==> src/rtl/rc16_ctrl_pkg.sv <==
// Shared definitions for the 16-bit RISC main control unit.
// Holds the opcode map, ALUop and pc_src encodings, error codes, the control
// FSM state type and small opcode classification helpers.
package rc16_ctrl_pkg;

  // Opcode map (IR[15:12]); 0010..1001 are R-type, 1101/1110 are illegal.
  localparam logic [3:0] OP_LW     = 4'b0000;
  localparam logic [3:0] OP_SW     = 4'b0001;
  localparam logic [3:0] OP_R_LO   = 4'b0010;
  localparam logic [3:0] OP_R_HI   = 4'b1001;
  localparam logic [3:0] OP_BEQ    = 4'b1010;
  localparam logic [3:0] OP_BNE    = 4'b1011;
  localparam logic [3:0] OP_JMP    = 4'b1100;
  localparam logic [3:0] OP_ILL_A  = 4'b1101;
  localparam logic [3:0] OP_ILL_B  = 4'b1110;
  localparam logic [3:0] OP_HALT   = 4'b1111;

  // ALUop bus towards ALU_cu.
  localparam logic [1:0] ALUOP_RTYPE  = 2'b00;
  localparam logic [1:0] ALUOP_SW     = 2'b01;
  localparam logic [1:0] ALUOP_LW     = 2'b10;
  localparam logic [1:0] ALUOP_BRANCH = 2'b11;

  // PC source select.
  localparam logic [1:0] PC_SRC_SEQ    = 2'b00;
  localparam logic [1:0] PC_SRC_BRANCH = 2'b01;
  localparam logic [1:0] PC_SRC_JUMP   = 2'b10;

  // Halt reasons.
  localparam logic [1:0] ERR_NONE    = 2'b00;
  localparam logic [1:0] ERR_ILLEGAL = 2'b01;
  localparam logic [1:0] ERR_TIMEOUT = 2'b10;

  typedef enum logic [2:0] {
    ST_IDLE   = 3'd0,
    ST_FETCH  = 3'd1,
    ST_DECODE = 3'd2,
    ST_EXEC   = 3'd3,
    ST_MEM    = 3'd4,
    ST_WB     = 3'd5,
    ST_HALT   = 3'd6
  } state_t;

  function automatic logic is_rtype(input logic [3:0] op);
    return (op >= OP_R_LO) && (op <= OP_R_HI);
  endfunction

  function automatic logic is_illegal(input logic [3:0] op);
    return (op == OP_ILL_A) || (op == OP_ILL_B);
  endfunction

  function automatic logic [1:0] aluop_for(input logic [3:0] op);
    logic [1:0] res;
    case (op)
      OP_LW:   res = ALUOP_LW;
      OP_SW:   res = ALUOP_SW;
      OP_BEQ:  res = ALUOP_BRANCH;
      OP_BNE:  res = ALUOP_BRANCH;
      default: res = ALUOP_RTYPE;
    endcase
    return res;
  endfunction

endpackage

==> src/rtl/mem_wait_timer.sv <==
// Memory wait-state counter for the main control unit.
// Counts consecutive cycles the FSM spends waiting on memory and flags the
// cycle in which the count would reach MEM_TIMEOUT.
// Ports:
//   clk, rst_n : clock, asynchronous active-low reset
//   clr        : clear count (state not waiting, or memory ready)
//   en         : waiting cycle, count up
//   expire     : this waiting cycle is the MEM_TIMEOUT-th one
module mem_wait_timer #(
  parameter int MEM_TIMEOUT = 15
) (
  input  logic clk,
  input  logic rst_n,
  input  logic clr,
  input  logic en,
  output logic expire
);

  localparam logic [7:0] LIMIT_M1 = 8'(MEM_TIMEOUT - 1);

  logic [7:0] cnt_r;

  // Wait counter: clear has priority over counting.
  always_ff @(posedge clk or negedge rst_n) begin
    if (!rst_n) begin
      cnt_r <= 8'd0;
    end else if (clr) begin
      cnt_r <= 8'd0;
    end else if (en) begin
      cnt_r <= cnt_r + 8'd1;
    end else begin
      cnt_r <= cnt_r;
    end
  end

  // The count already holds MEM_TIMEOUT-1 earlier waits, so this one is the limit.
  assign expire = en && (cnt_r == LIMIT_M1);

endmodule

==> src/rtl/main_control_fsm.sv <==
// Multi-cycle main control unit of the 16-bit RISC core.
// Sequences FETCH/DECODE/EXEC/MEM/WB, handshakes with the unified memory and
// drives the datapath enables plus the ALUop bus consumed by ALU_cu.
// Ports:
//   clk, rst_n     : clock, asynchronous active-low reset
//   run            : leave IDLE / keep fetching while high
//   opcode         : IR[15:12], captured in DECODE
//   rs_eq_rt       : equality comparator, used for BEQ/BNE in EXEC
//   mem_ready      : memory completes the current access this cycle
//   mem_req/mem_we : memory request and write qualifier
//   ir_write       : load IR; pc_write/pc_src : load PC and its source
//   ALUop/alu_src  : ALU_cu control and operand-B select
//   reg_write/reg_dst/mem_to_reg : register file writeback controls
//   halted/err_code: sticky stop flag and reason
module main_control_fsm
  import rc16_ctrl_pkg::*;
#(
  parameter int MEM_TIMEOUT = 15
) (
  input  logic       clk,
  input  logic       rst_n,
  input  logic       run,
  input  logic [3:0] opcode,
  input  logic       rs_eq_rt,
  input  logic       mem_ready,
  output logic       mem_req,
  output logic       mem_we,
  output logic       ir_write,
  output logic       pc_write,
  output logic [1:0] pc_src,
  output logic [1:0] ALUop,
  output logic       alu_src,
  output logic       reg_write,
  output logic       reg_dst,
  output logic       mem_to_reg,
  output logic       halted,
  output logic [1:0] err_code
);

  state_t     state_r;
  logic [3:0] op_r;
  logic [1:0] err_r;

  logic   waiting_state_s;
  logic   timer_clr_s;
  logic   timer_en_s;
  logic   expire_s;
  logic   taken_s;
  state_t fetch_or_idle_s;

  // Wait counting only happens in the two memory-access states.
  always_comb begin
    waiting_state_s = (state_r == ST_FETCH) || (state_r == ST_MEM);
    timer_clr_s     = !waiting_state_s || mem_ready;
    timer_en_s      = waiting_state_s && !mem_ready;
  end

  mem_wait_timer #(
    .MEM_TIMEOUT(MEM_TIMEOUT)
  ) u_mem_wait_timer (
    .clk    (clk),
    .rst_n  (rst_n),
    .clr    (timer_clr_s),
    .en     (timer_en_s),
    .expire (expire_s)
  );

  // Branch decision and the "next fetch" target (drops run at instruction boundary).
  always_comb begin
    if (op_r == OP_BEQ) begin
      taken_s = rs_eq_rt;
    end else begin
      taken_s = !rs_eq_rt;
    end
    if (run) begin
      fetch_or_idle_s = ST_FETCH;
    end else begin
      fetch_or_idle_s = ST_IDLE;
    end
  end

  // Control state machine with captured opcode and halt reason.
  always_ff @(posedge clk or negedge rst_n) begin
    if (!rst_n) begin
      state_r <= ST_IDLE;
      op_r    <= 4'd0;
      err_r   <= ERR_NONE;
    end else begin
      case (state_r)
        ST_IDLE: begin
          if (run) begin
            state_r <= ST_FETCH;
          end
        end
        ST_FETCH: begin
          if (mem_ready) begin
            state_r <= ST_DECODE;
          end else if (expire_s) begin
            state_r <= ST_HALT;
            err_r   <= ERR_TIMEOUT;
          end
        end
        ST_DECODE: begin
          op_r <= opcode;
          if (opcode == OP_JMP) begin
            state_r <= fetch_or_idle_s;
          end else if (opcode == OP_HALT) begin
            state_r <= ST_HALT;
            err_r   <= ERR_NONE;
          end else if (is_illegal(opcode)) begin
            state_r <= ST_HALT;
            err_r   <= ERR_ILLEGAL;
          end else begin
            state_r <= ST_EXEC;
          end
        end
        ST_EXEC: begin
          if (is_rtype(op_r)) begin
            state_r <= ST_WB;
          end else if ((op_r == OP_LW) || (op_r == OP_SW)) begin
            state_r <= ST_MEM;
          end else begin
            state_r <= fetch_or_idle_s;
          end
        end
        ST_MEM: begin
          if (mem_ready) begin
            if (op_r == OP_LW) begin
              state_r <= ST_WB;
            end else begin
              state_r <= fetch_or_idle_s;
            end
          end else if (expire_s) begin
            state_r <= ST_HALT;
            err_r   <= ERR_TIMEOUT;
          end
        end
        ST_WB: begin
          state_r <= fetch_or_idle_s;
        end
        ST_HALT: begin
          state_r <= ST_HALT;
        end
        default: begin
          state_r <= ST_IDLE;
        end
      endcase
    end
  end

  // Moore decode of datapath controls; FETCH strobes wait for mem_ready,
  // DECODE reacts to the live opcode for JMP, EXEC to rs_eq_rt for branches.
  always_comb begin
    mem_req    = 1'b0;
    mem_we     = 1'b0;
    ir_write   = 1'b0;
    pc_write   = 1'b0;
    pc_src     = PC_SRC_SEQ;
    ALUop      = ALUOP_RTYPE;
    alu_src    = 1'b0;
    reg_write  = 1'b0;
    reg_dst    = 1'b0;
    mem_to_reg = 1'b0;
    halted     = 1'b0;
    err_code   = ERR_NONE;
    case (state_r)
      ST_FETCH: begin
        mem_req  = 1'b1;
        ir_write = mem_ready;
        pc_write = mem_ready;
      end
      ST_DECODE: begin
        if (opcode == OP_JMP) begin
          pc_write = 1'b1;
          pc_src   = PC_SRC_JUMP;
        end else begin
          pc_write = 1'b0;
        end
      end
      ST_EXEC: begin
        ALUop   = aluop_for(op_r);
        alu_src = (op_r == OP_LW) || (op_r == OP_SW);
        if ((op_r == OP_BEQ) || (op_r == OP_BNE)) begin
          pc_write = taken_s;
          pc_src   = taken_s ? PC_SRC_BRANCH : PC_SRC_SEQ;
        end else begin
          pc_write = 1'b0;
        end
      end
      ST_MEM: begin
        // Address operands stay as in EXEC for the whole access.
        mem_req = 1'b1;
        mem_we  = (op_r == OP_SW);
        ALUop   = aluop_for(op_r);
        alu_src = 1'b1;
      end
      ST_WB: begin
        reg_write  = 1'b1;
        mem_to_reg = (op_r == OP_LW);
        reg_dst    = is_rtype(op_r);
      end
      ST_HALT: begin
        halted   = 1'b1;
        err_code = err_r;
      end
      default: begin
        halted = 1'b0;
      end
    endcase
  end

endmodule

==> config.mk <==
export PLATFORM = sky130hd
export DESIGN_NAME = main_control_fsm
export DESIGN_NICKNAME = d
export VERILOG_FILES = /design/src/rtl/rc16_ctrl_pkg.sv /design/src/rtl/mem_wait_timer.sv /design/src/rtl/main_control_fsm.sv
export SDC_FILE = /design/constraint.sdc
export NUM_CORES = 1
export LEC_CHECK = 0
export BUFFER_PORTS_ARGS = -buffer_cell sky130_fd_sc_hd__clkbuf_2
export CAP_MARGIN = 20
export CORE_ASPECT_RATIO = 0.8
export CORE_MARGIN = 2
export CORE_UTILIZATION = 50
export CTS_BUF_LIST = sky130_fd_sc_hd__clkbuf_8
export DETAILED_ROUTE_END_ITERATION = 12
export GPL_ROUTABILITY_DRIVEN = 0
export HOLD_SLACK_MARGIN = 0.15
export PLACE_DENSITY = 0.83
export SLEW_MARGIN = 20
export SYNTH_ARGS = -nofsm -noshare
export SYNTH_HDL_FRONTEND = slang
export SYNTH_SLANG_ARGS = --single-unit
==> constraint.sdc <==
create_clock -name clk -period 1.6 [get_ports clk]
set_input_delay 0.32 -clock clk [delete_from_list [all_inputs] [get_ports clk]]
set_output_delay 0.32 -clock clk [all_outputs]
set_load 0.05 [all_outputs]
==> metrics.txt, run 1 <==
# TYPE chip_impl_metric gauge
chip_impl_info{name="stop_stage",value="5_1_grt"} 1
chip_impl_info{name="error",value="[ERROR DPL-0033] detailed placement checks failed during check placement."} 1
chip_impl_metric{name="netlist_area",unit="mm2"} 0.00106
chip_impl_metric{name="muxShareOfSynthArea",unit="%"} 4.26
chip_impl_metric{name="yosysUniqueCellTypes",unit=""} 35
chip_impl_metric{name="number_of_clock_buffers_inserted_by_tritoncts",unit=""} 3
chip_impl_metric{name="maximum_number_of_pins_on_one_net_before_global_route_repair",unit=""} 18
chip_impl_metric{name="max-clock-path-buffers",unit=""} 2
chip_impl_metric{name="initial_antenna_violation_count",unit=""} 0
chip_impl_metric{name="die_x",unit="um"} 55.4
chip_impl_metric{name="synth_area_in_adders",unit="%"} 2.37
chip_impl_metric{name="placed_cell_area",unit="mm2"} 0.00143
chip_impl_info{name="endpoint_type",value="output port"} 1
chip_impl_metric{name="post_syn_instances",unit=""} 109
chip_impl_metric{name="post-dp-hpwl",unit="um"} 2460
chip_impl_metric{name="yosysWarningCount",unit=""} 0
chip_impl_metric{name="ys_ff_latch",unit=""} 17
chip_impl_metric{name="synth_compound_gate_area_share",unit="%"} 10.9
chip_impl_metric{name="syn_avg_cell_area",unit="um2"} 9.70
chip_impl_metric{name="cts.sinks",unit=""} 17
chip_impl_metric{name="floorplan.io_pins",unit=""} 24
chip_impl_metric{name="placement_rows",unit=""} 14
chip_impl_metric{name="place.detailed.instances",unit=""} 172
chip_impl_metric{name="initial_core_utilization",unit="%"} 54.4
chip_impl_metric{name="synth_xor_area_share",unit="%"} 6.63
chip_impl_metric{name="yosysSeqAreaShare",unit="%"} 40.2
chip_impl_info{name="run_status",value="aborted with a tool error"} 1
chip_impl_metric{name="port-buffer-count",unit=""} 23
chip_impl_info{name="worstEndpointGrtRepair",value="pc_write"} 1
chip_impl_metric{name="die_h",unit="um"} 45.1
chip_impl_metric{name="synth_simple_gate_area_share",unit="%"} 30.7
chip_impl_metric{name="cts_htree_levels",unit=""} 1
chip_impl_metric{name="nets_in_the_synthesized_netlist",unit=""} 120
chip_impl_info{name="clockRootBuffer",value="sky130_fd_sc_hd__clkbuf_8"} 1
chip_impl_info{name="dominant_combinational_cell_family_by_area_after_synthesis",value="simple AND/OR/NAND/NOR gates"} 1
-- Yosys cell counts --
master                     count  share of area [%]
sky130_fd_sc_hd__nor3b_1       1               0.71
sky130_fd_sc_hd__inv_1         4                1.4
sky130_fd_sc_hd__a31oi_1       1               0.59
sky130_fd_sc_hd__o21ai_0       2               0.95
sky130_fd_sc_hd__and2_0        1               0.59
sky130_fd_sc_hd__nor2_1       13                4.6
sky130_fd_sc_hd__nor3b_4       1                1.8
sky130_fd_sc_hd__and3_1        6                3.6
sky130_fd_sc_hd__buf_4         2                1.4
sky130_fd_sc_hd__a311oi_1      1               0.83
sky130_fd_sc_hd__xnor2_1       3                2.5
sky130_fd_sc_hd__o21ba_1       1               0.95
sky130_fd_sc_hd__o31ai_1       2                1.4
sky130_fd_sc_hd__o211ai_1      2                1.4
sky130_fd_sc_hd__a221oi_1      1               0.83
sky130_fd_sc_hd__nor4_1        2                1.2
sky130_fd_sc_hd__nor3_1        2               0.95
sky130_fd_sc_hd__dfrtp_1      17                 40
sky130_fd_sc_hd__a21o_1        2                1.4
sky130_fd_sc_hd__buf_6         2                2.1
sky130_fd_sc_hd__nand3_1       3                1.4
sky130_fd_sc_hd__a32oi_1       1               0.83
sky130_fd_sc_hd__or3_1         4                2.4
sky130_fd_sc_hd__nor2_4        1                1.1
sky130_fd_sc_hd__xor2_1        5                4.1
sky130_fd_sc_hd__nand4_1       4                2.4
sky130_fd_sc_hd__ha_1          2                2.4
sky130_fd_sc_hd__nor2b_1       2                1.2
sky130_fd_sc_hd__mux2_2        4                4.3
sky130_fd_sc_hd__nor4b_2       1                1.4
sky130_fd_sc_hd__o21bai_1      1               0.71
sky130_fd_sc_hd__nor3b_2       2                2.4
sky130_fd_sc_hd__nand2_1       6                2.1
sky130_fd_sc_hd__and2_1        5                3.0
sky130_fd_sc_hd__a21oi_1       2               0.95
-- timing repair --
action | CTS
endpoints found under the hold margin | 17
hold buffers | 1
pin swaps | 4
gates resized for setup | 43
setup endpoints to repair | 15
setup buffers | 3
-- through the flow --
| step | worst slack, ns | hold slack [ns] |
|---|---|---|
| 4_1_cts | -0.356 | 0.315 |
| 3_5_place_dp | -0.234 | 0.261 |
| 2_1_floorplan | -0.442 | 0.0244 |
| 3_3_place_gp | -0.152 | 0.264 |
-- cells by family after synthesis --
group / Yosys count
XOR/XNOR: 8
AO/OA/AOI/OAI: 16
multiplexers: 4
adder cells (fa/ha/maj): 2
buffers and inverters: 8
flip-flops: 17
AND/OR/NAND/NOR: 54
==> run 2, diff against run 1 <==
Settings changed: CORE_AREA set to 2 2 63 65, CORE_ASPECT_RATIO 0.8 to unset, CORE_MARGIN 2 to unset, CORE_UTILIZATION 50 to unset, CTS_BUF_LIST sky130_fd_sc_hd__clkbuf_8 to unset, DIE_AREA set to 0 0 65 67, HOLD_SLACK_MARGIN 0.15 to unset, PLACE_DENSITY 0.83 to unset, PLACE_DENSITY_LB_ADDON set to 0.15.
Clock period 1.6 ns to 2.1 ns, I/O delays scaled along.
==> metrics.txt, run 2 <==
# TYPE chip_impl_metric gauge
chip_impl_metric{name="maximum_number_of_pins_on_one_net_before_global_route_repair",unit=""} 18
chip_impl_metric{name="finalClockSkew",unit="ns"} 0.00241
chip_impl_metric{name="placement_rows",unit=""} 22
chip_impl_metric{name="grt_first_pass_wirelength",unit="um"} 4120
chip_impl_metric{name="die-area",unit="mm2"} 0.00436
chip_impl_metric{name="fmax",unit="MHz"} 486
chip_impl_metric{name="yosysWarningCount",unit=""} 0
chip_impl_metric{name="post_route_cells_drive_above_1_share",unit="%"} 40.1
chip_impl_metric{name="initial_antenna_violation_count",unit=""} 0
chip_impl_info{name="timing.rr.end",value="err_r[0]"} 1
chip_impl_info{name="dominantRegCellSynth",value="sky130_fd_sc_hd__dfrtp_1"} 1
chip_impl_metric{name="die_h",unit="um"} 67
chip_impl_metric{name="multiInputGateArea",unit="um2"} 632
chip_impl_metric{name="post-route-min-period",unit="ns"} 2.06
chip_impl_info{name="clockRootBuffer",value="sky130_fd_sc_hd__clkbuf_8"} 1
chip_impl_info{name="worstSetupPathType",value="register to output port"} 1
chip_impl_info{name="timing.critical_path.from_type",value="register"} 1
chip_impl_info{name="run_status",value="finished clean"} 1
chip_impl_metric{name="gr-total-overflow",unit=""} 0
chip_impl_metric{name="max-clock-path-buffers",unit=""} 2
chip_impl_metric{name="via_per_inst",unit=""} 4.69
chip_impl_metric{name="post_syn_instances",unit=""} 109
chip_impl_metric{name="detail_route.wirelength",unit="um"} 2370
chip_impl_metric{name="final_nets",unit=""} 154
chip_impl_metric{name="drt_iter0_markers",unit=""} 21
chip_impl_metric{name="insertion_delay",unit="ns"} 0.25
chip_impl_metric{name="nets_in_the_synthesized_netlist",unit=""} 120
chip_impl_info{name="worstSetupEndpointType",value="output port"} 1
chip_impl_metric{name="relSlewSlack",unit="%"} 70.9
chip_impl_info{name="crit_start",value="state_r[1]"} 1
chip_impl_metric{name="core",unit="mm2"} 0.00361
chip_impl_info{name="grt_setup_unrepaired",value="true"} 1
chip_impl_metric{name="setup.reg_to_reg.worst_slack",unit="ns"} 0.39
chip_impl_metric{name="cap_viol_max_count",unit=""} 0
chip_impl_metric{name="initial_core_utilization",unit="%"} 29.3
chip_impl_metric{name="grt_usage",unit="%"} 12.2
chip_impl_metric{name="route.detailed.wl_per_inst",unit="um"} 12.5
chip_impl_metric{name="report.final.hold_viol_count",unit=""} 0
chip_impl_metric{name="yosysUniqueCellTypes",unit=""} 35
chip_impl_info{name="mostFrequentLayoutCells",value="sky130_fd_sc_hd__clkbuf_2, sky130_fd_sc_hd__dfrtp_1, sky130_fd_sc_hd__nor2_1, sky130_fd_sc_hd__buf_4"} 1
chip_impl_info{name="top_register",value="u_mem_wait_timer.cnt_r"} 1
chip_impl_metric{name="period_share",unit="%"} 98.1
chip_impl_metric{name="layout.area.seq",unit="um2"} 428
chip_impl_metric{name="placed_cell_area",unit="mm2"} 0.00125
chip_impl_metric{name="area_fraction_of_the_dominant_cell_type_after_synthesis",unit="%"} 40.2
chip_impl_info{name="synth_top_area_cell",value="sky130_fd_sc_hd__dfrtp_1"} 1
chip_impl_info{name="commonest_cells_in_the_synthesized_netlist",value="sky130_fd_sc_hd__dfrtp_1, sky130_fd_sc_hd__nor2_1, sky130_fd_sc_hd__and3_1, sky130_fd_sc_hd__nand2_1"} 1
chip_impl_metric{name="actual_transition_at_the_worst_max_transition_pin",unit="ns"} 0.436
chip_impl_metric{name="yosysSeqAreaShare",unit="%"} 40.2
chip_impl_metric{name="grt_pass1_vias",unit=""} 871
chip_impl_metric{name="layout-area-overhead-vs-synth",unit="%"} 31.6
chip_impl_metric{name="ys_ff_latch",unit=""} 17
chip_impl_metric{name="number_of_failing_setup_endpoints_in_the_final_timing_report",unit=""} 0
chip_impl_metric{name="p_total",unit="mW"} 1.62
chip_impl_info{name="final_common_cell",value="sky130_fd_sc_hd__clkbuf_2"} 1
chip_impl_metric{name="via_count",unit=""} 892
chip_impl_metric{name="antenna_cells",unit=""} 0
chip_impl_metric{name="critical_path.max_fanout",unit=""} 4
chip_impl_metric{name="cts.sinks",unit=""} 17
chip_impl_metric{name="cts_htree_levels",unit=""} 1
chip_impl_metric{name="drt_drc_violations_left",unit=""} 0
chip_impl_info{name="timing.rr.start",value="state_r[2]"} 1
chip_impl_info{name="biggestRegsByFlops",value="u_mem_wait_timer.cnt_r x8, op_r x4, state_r x3"} 1
chip_impl_info{name="largest_cells_by_area_after_synthesis",value="sky130_fd_sc_hd__dfrtp_1, sky130_fd_sc_hd__nor2_1, sky130_fd_sc_hd__mux2_2, sky130_fd_sc_hd__xor2_1, sky130_fd_sc_hd__and3_1"} 1
chip_impl_info{name="post-synth-top-count-cell",value="sky130_fd_sc_hd__dfrtp_1"} 1
chip_impl_metric{name="die_x",unit="um"} 65
chip_impl_metric{name="drtPass1Iterations",unit=""} 3
chip_impl_info{name="worst_hold_path_type",value="primary input to asynchronous set/reset pin"} 1
chip_impl_info{name="cts_tree",value="built"} 1
chip_impl_metric{name="count_of_final_max_slew_check_failures",unit=""} 0
chip_impl_metric{name="ir_drop",unit="V"} 0.000467
chip_impl_metric{name="postRouteAntennaNets",unit=""} 0
chip_impl_metric{name="largest_reg_flops",unit=""} 8
chip_impl_metric{name="port-buffer-count",unit=""} 23
chip_impl_metric{name="worst-endpoint-required",unit="ns"} 1.68
chip_impl_metric{name="floorplan.io_pins",unit=""} 24
chip_impl_metric{name="synth-edff-count",unit=""} 0
chip_impl_metric{name="netlist_area",unit="mm2"} 0.00106
chip_impl_metric{name="syn_avg_cell_area",unit="um2"} 9.70
chip_impl_metric{name="post-dp-hpwl",unit="um"} 1870
chip_impl_metric{name="timing.critical_path.arrival",unit="ns"} 1.64
chip_impl_metric{name="cts.clk_slew.worst_paths",unit="ns"} 0.06
chip_impl_metric{name="timing.reg2reg.worst_path_depth",unit=""} 5
chip_impl_metric{name="async_flop_share",unit="%"} 100
chip_impl_metric{name="num-fill-cells",unit=""} 367
chip_impl_metric{name="pleak",unit="nW"} 0.644
chip_impl_metric{name="holdWs",unit="ns"} 0.102
chip_impl_metric{name="powerDensity",unit="mW/mm2"} 1170
chip_impl_metric{name="number_of_clock_buffers_inserted_by_tritoncts",unit=""} 3
chip_impl_metric{name="design_area_final",unit="mm2"} 0.00139
## run 2: cell counts after synthesis
Identical to the previous run, type by type.
## run 2: how the worst max path moves through the flow
| stage | to | slack [ns] | cells past startpoint |
|---|---|---|---|
| finish | pc_write | 0.04 | 5 |
| CTS | pc_write | 0.003 | 4 |
| floorplan | pc_write | -0.23 | 5 |
| global placement | pc_write | 0.18 | 5 |
| detailed placement | pc_write | 0.17 | 5 |
| global route | pc_write | -0.009 | 5 |
## run 2: where the power goes
part / internal [mW] / total [mW] / switching, mW
clock network: 0.134 / 0.239 / 0.104
registers: 0.425 / 0.566 / 0.141
logic: 0.352 / 0.820 / 0.468
## run 2: worst max-delay path: stages (launching register included)
cell and delay (ns):
sky130_fd_sc_hd__dfrtp_1 0.43, sky130_fd_sc_hd__nor3b_4 0.18, sky130_fd_sc_hd__nor2b_4 0.13, sky130_fd_sc_hd__and2_4 0.14
sky130_fd_sc_hd__or3_4 0.36, sky130_fd_sc_hd__buf_8 0.16
## run 2: kinds of logic (layout without fill, tap and decap cells)
logic type	after synthesis	in the layout	share of synthesized area, %
AO/OA/AOI/OAI	16	16	10.9
XOR/XNOR	8	8	6.63
adder cells (fa/ha/maj)	2	2	2.37
buffers and inverters	8	41	4.97
flip-flops	17	17	40.2
multiplexers	4	4	4.26
AND/OR/NAND/NOR	54	54	30.6
## run 2: layout make-up
cell class	count	share of cell area, %
clock buffers	4	3.24
multi-input cells	84	45.4
inverters	4	1.08
flip-flops and latches	17	30.8
well taps	48	4.32
repair buffers	33	15.2
## run 2: per-layer routing
layer  track usage (%)  wire length, um  up-vias
met1              16.6             1190      423
met3              3.55               82        0
met2              19.7             1100       14
met5                 0                0        -
met4              1.60                0        0
li1                  -                -      455
## run 2: repair_timing
action                                  4_1_cts  5_1_grt
resized for setup                             3       20
endpoints found under the setup margin        3        6
pin swaps                                     1        1
hold buffers                                  0        0
setup buffers                                 2        3
gates cloned                                  0        0
## run 2: through the flow
step / instances / setup TNS (ns) / setup slack [ns] / utilization, %
2_1_floorplan: 109 / -0.228 / -0.228 / -
3_3_place_gp: 181 / 0 / 0.182 / 34.8
3_5_place_dp: 181 / 0 / 0.167 / 34.8
4_1_cts: 187 / 0 / 0.00310 / 36.7
5_1_grt: 190 / -0.00931 / -0.00931 / 38.6
6_report: 190 / 0 / 0.0406 / 38.6
No activity file was read; power rests on OpenSTA's default activity.
